$ cat src/rtl/tt_um_serial_adder_param.sv
// Multi-cycle add/subtract unit, SLICE bits per cycle, LSB first, valid/ready on both sides.
// Define SERIAL_ADDER_OVF_EN to add the signed-overflow output.
module tt_um_serial_adder_param #(
    parameter int WIDTH = 8,
    parameter int SLICE = 1
) (
    input  logic             clk,
    input  logic             rst,
    input  logic             in_valid,
    output logic             in_ready,
    input  logic [WIDTH-1:0] a,
    input  logic [WIDTH-1:0] b,
    input  logic             sub,
    output logic             out_valid,
    input  logic             out_ready,
    output logic [WIDTH-1:0] sum,
    output logic             carry_out
`ifdef SERIAL_ADDER_OVF_EN
    ,
    output logic             ovf
`endif
);

    localparam int N  = WIDTH / SLICE;
    localparam int CW = $clog2(N + 1);

    generate
        if (WIDTH < 1 || SLICE < 1 || (WIDTH % SLICE) != 0) begin : g_bad_cfg
            $error("tt_um_serial_adder_param: WIDTH must be a positive multiple of SLICE");
        end
    endgenerate

    typedef enum logic [1:0] {
        IDLE,
        BUSY,
        DONE
    } state_t;

    state_t           state;
    logic [WIDTH-1:0] a_sh;
    logic [WIDTH-1:0] b_sh;
    logic             carry;
    logic [CW-1:0]    cnt;

    logic [SLICE:0]   slice_sum;
    logic             last;
    logic [WIDTH-1:0] sum_next;

    assign slice_sum = {1'b0, a_sh[SLICE-1:0]}
                     + {1'b0, b_sh[SLICE-1:0]}
                     + {{SLICE{1'b0}}, carry};

    assign last = (cnt == CW'(N - 1));

    // New slice enters at the MSB end; after N slices the word is aligned.
    assign sum_next = (sum >> SLICE)
                    | (WIDTH'(slice_sum[SLICE-1:0]) << (WIDTH - SLICE));

`ifdef SERIAL_ADDER_OVF_EN
    logic msb_cin;
    assign msb_cin = slice_sum[SLICE-1] ^ a_sh[SLICE-1] ^ b_sh[SLICE-1];
`endif

    always_ff @(posedge clk) begin
        if (rst) begin
            state     <= IDLE;
            in_ready  <= 1'b0;
            out_valid <= 1'b0;
            sum       <= '0;
            carry_out <= 1'b0;
            a_sh      <= '0;
            b_sh      <= '0;
            carry     <= 1'b0;
            cnt       <= '0;
`ifdef SERIAL_ADDER_OVF_EN
            ovf       <= 1'b0;
`endif
        end else begin
            unique case (state)
                IDLE: begin
                    in_ready <= 1'b1;
                    if (in_valid && in_ready) begin
                        a_sh      <= a;
                        b_sh      <= sub ? ~b : b;
                        carry     <= sub;
                        cnt       <= '0;
                        sum       <= '0;
                        carry_out <= 1'b0;
`ifdef SERIAL_ADDER_OVF_EN
                        ovf       <= 1'b0;
`endif
                        in_ready  <= 1'b0;
                        state     <= BUSY;
                    end
                end
                BUSY: begin
                    a_sh  <= a_sh >> SLICE;
                    b_sh  <= b_sh >> SLICE;
                    carry <= slice_sum[SLICE];
                    sum   <= sum_next;
                    if (last) begin
                        carry_out <= slice_sum[SLICE];
`ifdef SERIAL_ADDER_OVF_EN
                        ovf       <= msb_cin ^ slice_sum[SLICE];
`endif
                        out_valid <= 1'b1;
                        state     <= DONE;
                    end else begin
                        cnt <= cnt + CW'(1);
                    end
                end
                DONE: begin
                    if (out_ready) begin
                        out_valid <= 1'b0;
                        in_ready  <= 1'b1;
                        state     <= IDLE;
                    end
                end
                default: state <= IDLE;
            endcase
        end
    end

endmodule

$ cat config.mk
export PLATFORM = sky130hd
export DESIGN_NAME = tt_um_serial_adder_param
export DESIGN_NICKNAME = d
export VERILOG_FILES = /design/src/rtl/tt_um_serial_adder_param.sv
export SDC_FILE = /design/constraint.sdc
export NUM_CORES = 1
export LEC_CHECK = 0
export ABC_AREA = 1
export BUFFER_PORTS_ARGS = -buffer_cell sky130_fd_sc_hd__buf_2
export CAP_MARGIN = 15
export CORE_ASPECT_RATIO = 1.1
export CORE_MARGIN = 2
export CORE_UTILIZATION = 53
export DETAILED_ROUTE_END_ITERATION = 7
export GPL_TIMING_DRIVEN = 0
export HOLD_SLACK_MARGIN = 0.05
export PLACE_DENSITY = 0.77
export SLEW_MARGIN = 10
export SYNTH_ARGS = -nofsm -noshare
export SYNTH_HDL_FRONTEND = slang
export SYNTH_SLANG_ARGS = --single-unit
$ cat constraint.sdc
create_clock -name clk -period 1.8 [get_ports clk]
set_clock_uncertainty 0.15 [all_clocks]
set_input_delay 0.18 -clock clk [delete_from_list [all_inputs] [get_ports clk]]
set_output_delay 0.18 -clock clk [all_outputs]
set_load 0.01 [all_outputs]
### Yosys cells after proc, flatten, opt, wreduce, memory -nomap -nowiden

Index checks and enable logic that the tools add are counted.

* register bits: 34
* latch bits: 0
* RAM bits: 0
* bits in read-only memories: 0
* bits of input ports: 21
* output and inout bits: 11
* word-level logic and storage cells: 57
* memories: 0

* add/sub/neg operators: 3
* $mul: 0
* div/mod/pow operators: 0
* $lt $le $gt $ge: 0
* equality and inequality tests: 7
* shifts and indexed selects: 0
* muxes and demuxes: 25
* bitwise logic cells: 2
* reductions and logical operators: 11

Operators by type and width (count)
* $pmux 8 s2: 3
* $mux 8: 4
* $reduce_and 3->1: 4
* $mux 4: 2
* $ne 2x2->1 const B: 4
* $not 8->8: 1
* $or 7x8->8: 1
* $pmux 1 s2: 4
* $pmux 4 s2: 1
* $mux 1: 7
* $mux 2: 3
* $pmux 2 s3: 1
* $reduce_bool 2->1: 3
* $add 4x1->4 const B: 1
* $eq 4x3->1 const B: 1
* $reduce_and 2->1: 2
* $add 1x1->2: 1
* $add 2x1->2: 1
* $eq 2x1->1 const B: 1
* $eq 2x2->1 const B: 1
* $logic_not 2->1: 1
* $logic_and 1x1->1: 1

### Logic depth before layout (Yosys ltp)

* depth after elaboration: 4
* gate-level depth with buffers: 8
* gate-level depth less buffers: 7

### Worst setup path after synthesis

No wires, ideal clock.

* path type: reg-to-reg
* from: reg a_sh[0]
* to: reg sum[7]
* library setup time: 0.070 ns
* arrival time: 1.126 ns
* path slack: 0.454 ns
* cell stages (with the launch flop): 5
* path buffers: 0
* cells stage by stage: dfxtp_1 > inv_1 > fa_1 > or2_0 > a21oi_1

* longest elaborated chain between the ends: 4

Ends and longest elaborated chain
* from (decl): RTL line 40 `logic [WIDTH-1:0] a_sh;`
* from (signal assigned): RTL line 97 `a_sh <= a_sh >> SLICE;`
* $add 1x1->2: RTL line 50 `+ {1'b0, b_sh[SLICE-1:0]}`
* $add 2x1->2: RTL line 51 `+ {{SLICE{1'b0}}, carry};`
* $or 7x8->8: RTL line 57 `| (WIDTH'(slice_sum[SLICE-1:0]) << (WIDTH - SLICE));`
* $pmux 8 s2: RTL line 79 `unique case (state)`
* to (signal assigned): RTL line 100 `sum <= sum_next;`
* to (decl): RTL line 16 `output logic [WIDTH-1:0] sum,`

No other way between the ends.
A chain may end at the register's enable or synchronous reset.

### Worst setup path in the final report

* from: reg state[0]
* to: reg cnt[0]

* longest elaborated chain between the ends: 3

Ends and longest elaborated chain
* from (decl): RTL line 39 `state_t state;`
* from (signal assigned): RTL line 66 `state <= IDLE;`
* from (signal assigned): RTL line 93 `state <= BUSY;`
* from (signal assigned): RTL line 107 `state <= DONE;`
* $eq 2x1->1 or $logic_not 2->1 (tied branches): RTL line 79
* $ne 2x2->1 (no line) or $reduce_bool 2->1 (tied branches)
* $reduce_and 3->1 (no line)
* to (signal assigned): RTL line 109 `cnt <= cnt + CW'(1);`
* to (decl): RTL line 43 `logic [CW-1:0] cnt;`

Several ways; a longest one is shown, not always the timed one.

==> impl_metrics.yaml <==
routing:
  drt-total-wl_mm: 3.373
  post_drt_wl_per_cell_um: 10.78
  vias: 1499
  first_iter_violations: 51
  firstDrtPassIters: 4
  drc_errors: 0
  drtAntennaViolNets: 0
  viasPerCell: 4.789
cts:
  clock_path_buffers: 2
  cts_resized: 0
  clock_tree.root_cell: "clkbuf_4"
  cts_setup_buffers: 0
  cts_tree: "built"
  clk_latency_ps: 360
  htreeDepth: 2
  cts_made_buffers: 5
  path_clk_slew_ps: 110
  cts.sinks: 34
worst_setup_path:
  critPathArrivalTime_ps: 1650
  crit_buf_inv: 2
  timing.reg2reg.worst_path_depth: 7
  critPathSlowestCell: "dfxtp_1"
  criticalPathCategory: "reg2reg"
  critPathRequiredTime_ps: 1910
  path_cells: "inv_2 > nor2_4 > nand2_1 > nand2_1 > inv_1 > nor2_1 > nor2_1"
  reg2reg_from: "state[0]$_SDFFE_PP0P_"
  timing.rr.end: "cnt[0]$_SDFFE_PP0P_"
  worst-path-max-fanout: 8
  r2r_slack_ps: 260
  cp-start-kind: "flip-flop"
  slowest_delay_ps: 470
  crit_family: "simple AND/OR/NAND/NOR gates"
  endpoint_kind: "flip-flop"
floorplanning:
  num_rows: 20
  design.die.area_sq_um: 3465
  core_sq_um: 2828
  die_h_um: 61.54
  initial_core_util: 0.5642
  io_pins: 32
  die_width_um: 56.31
final_layout:
  synthToLayoutAreaGrowth_pct: 24.08
  diodes: 0
  fillers: 279
  final_nets: 302
  drive_above_1_share: 0.1821
  mostFrequentLayoutCell: "nand2_1"
  final_cell_mix: "nand2_1, dfxtp_1, buf_2"
  final_cells: 313
sta:
  fmax_mhz: 648.0
  finalHoldViolations: 0
  slew_headroom: 0.6806
  finalSetupTns_ps: 0
  final_max_slew_viol_count: 0
  rsz0062_at_grt: "no"
  period_share: 0.8573
  fin_crit_ps: 1543
  fin_ws_ps: 256.9
  worst_pin_slew_ps: 479.0
  setup_viol: 0
synthesis:
  synth_largest_area_cell: "dfxtp_1"
  ys_top_cells_by_area: "dfxtp_1, nand2_1, nor2_1"
  seq_area_frac_synth: 0.4267
  syn_area_sq_um: 1595
  synth_fp_nets: 254
  async_flop_share: 0
  syn_avg_cell_area_sq_um: 6.906
  yosys_warnings: 0
  ys_seq_elements: 34
  ys.flop_type: "dfxtp_1"
  synth_cell_types: 20
  synth_edf_count: 0
  synth.top_cell.area_share: 0.4267
  synth_cells: 231
place:
  place_congestion: 0.7562
  portBuffers: 30
  hpwl_mm: 2.298
  placed_cells: 294
  place_ws_ps: 266.1
global_route:
  grt_max_degree: 13
  grt_pass1_wl_mm: 6.016
  antenna_found_initial: 0
  grt_pass1_vias: 1396
  grt_usage: 0.2249
  grt_remaining_overflow: 0
power:
  power_density_nw_per_um2: 851.4
  vdd_drop_max_v: 0.0006800
  leakage_nw: 0.9766
outcome:
  status: "finished, final reports clean"
hold_path:
  hp-class: "in2reg"
  holdPathStages: 6
  hold_start: "b[5]"
  holdPathEnd: "b_sh[5]$_SDFFE_PP0P_"
job:
  cap_violations: 0
cell usage after synthesis, types with 3 or more instances:
cell      n
xor2_1    8
dfxtp_1  34
a21oi_1  16
buf_4     5
nor2_1   27
o21ai_0  12
buf_2     3
inv_1    18
nand2_1  75
nand3_1  20
through the flow:
| stage | power (mW) | cell area [sq um] | util | hold slack [ps] |
|---|---|---|---|---|
| after floorplan | 1.026 | 1595 | - | 99.07 |
| after global placement | 1.099 | 1787 | 0.6319 | 269.9 |
| after detailed placement | 1.102 | 1787 | 0.6319 | 272.2 |
| after CTS | 1.692 | 1979 | 0.7000 | 54.78 |
| after global routing | 1.780 | 1979 | 0.7000 | 73.90 |
| final | 1.685 | 1979 | 0.7000 | 60.70 |
routing by layer:
layer | global-route usage | share of wire
met1 | 0.2701 | 0.50
met2 | 0.3866 | 0.44
met3 | 0.07143 | 0.060
met4 | 0.08163 | 0.0062
met5 | 0 | 0
cells by family after synthesis:
family,synth area share
adder cells (fa/ha/maj),0.02039
XOR/XNOR,0.04941
buffers and inverters,0.08706
AO/OA/AOI/OAI,0.08785
AND/OR/NAND/NOR,0.3286
flip-flops,0.4267
worst reg2reg max path, cell delays in order (launching register included):
cell     delay [ps]
dfxtp_1         470
inv_2            70
nor2_4          180
nand2_1         170
nand2_1         170
inv_1            90
nor2_1           90
nor2_1           50
flip-flops by register name, summed over array words and instances, names as in the netlist:
register and flops:
carry 1, carry_out 1, b_sh 8, sum 8, out_valid 1, cnt 4, a_sh 8, in_ready 1
state 2
power by group:
| part | internal (mW) | switching [mW] | total, mW |
|---|---|---|---|
| clock network | 0.291 | 0.289 | 0.580 |
| registers | 0.799 | 0.0278 | 0.827 |
| logic | 0.117 | 0.161 | 0.279 |
worst max path at each step:
stage | startpoint | end | slack (ps) | cells after the start
4_1_cts | state[0]$_SDFFE_PP0P_ | cnt[0]$_SDFFE_PP0P_ | 240 | 7
3_5_place_dp | state[0]$_SDFFE_PP0P_ | cnt[0]$_SDFFE_PP0P_ | 270 | 7
5_1_grt | state[0]$_SDFFE_PP0P_ | cnt[0]$_SDFFE_PP0P_ | 140 | 7
6_report | state[0]$_SDFFE_PP0P_ | cnt[0]$_SDFFE_PP0P_ | 260 | 7
2_1_floorplan | a_sh[0]$_SDFFE_PP0P_ | sum[7]$_SDFFE_PP0P_ | 450 | 4
3_3_place_gp | state[0]$_SDFFE_PP0P_ | cnt[1]$_SDFFE_PP0P_ | 290 | 7
final cells by class:
| class | count | area, sq um | share of cell area |
|---|---|---|---|
| Timing Repair Buffer | 41 | 260.3 | 0.1315 |
| Sequential cell | 34 | 680.7 | 0.3439 |
| Clock inverter | 3 | 45.04 | 0.02276 |
| Buffer | 11 | 63.81 | 0.03224 |
| Inverter | 20 | 75.07 | 0.03793 |
| Multi-Input combinational cell | 166 | 775.7 | 0.3919 |
| Tap cell | 33 | 41.29 | 0.02086 |
| Clock buffer | 5 | 37.54 | 0.01896 |
timing repair:
item,4_1_cts,5_1_grt
setup endpoints to repair,0,0
hold buffers,11,0
endpoints found under the hold margin,13,0
No activity file was read; power rests on OpenSTA's default activity.
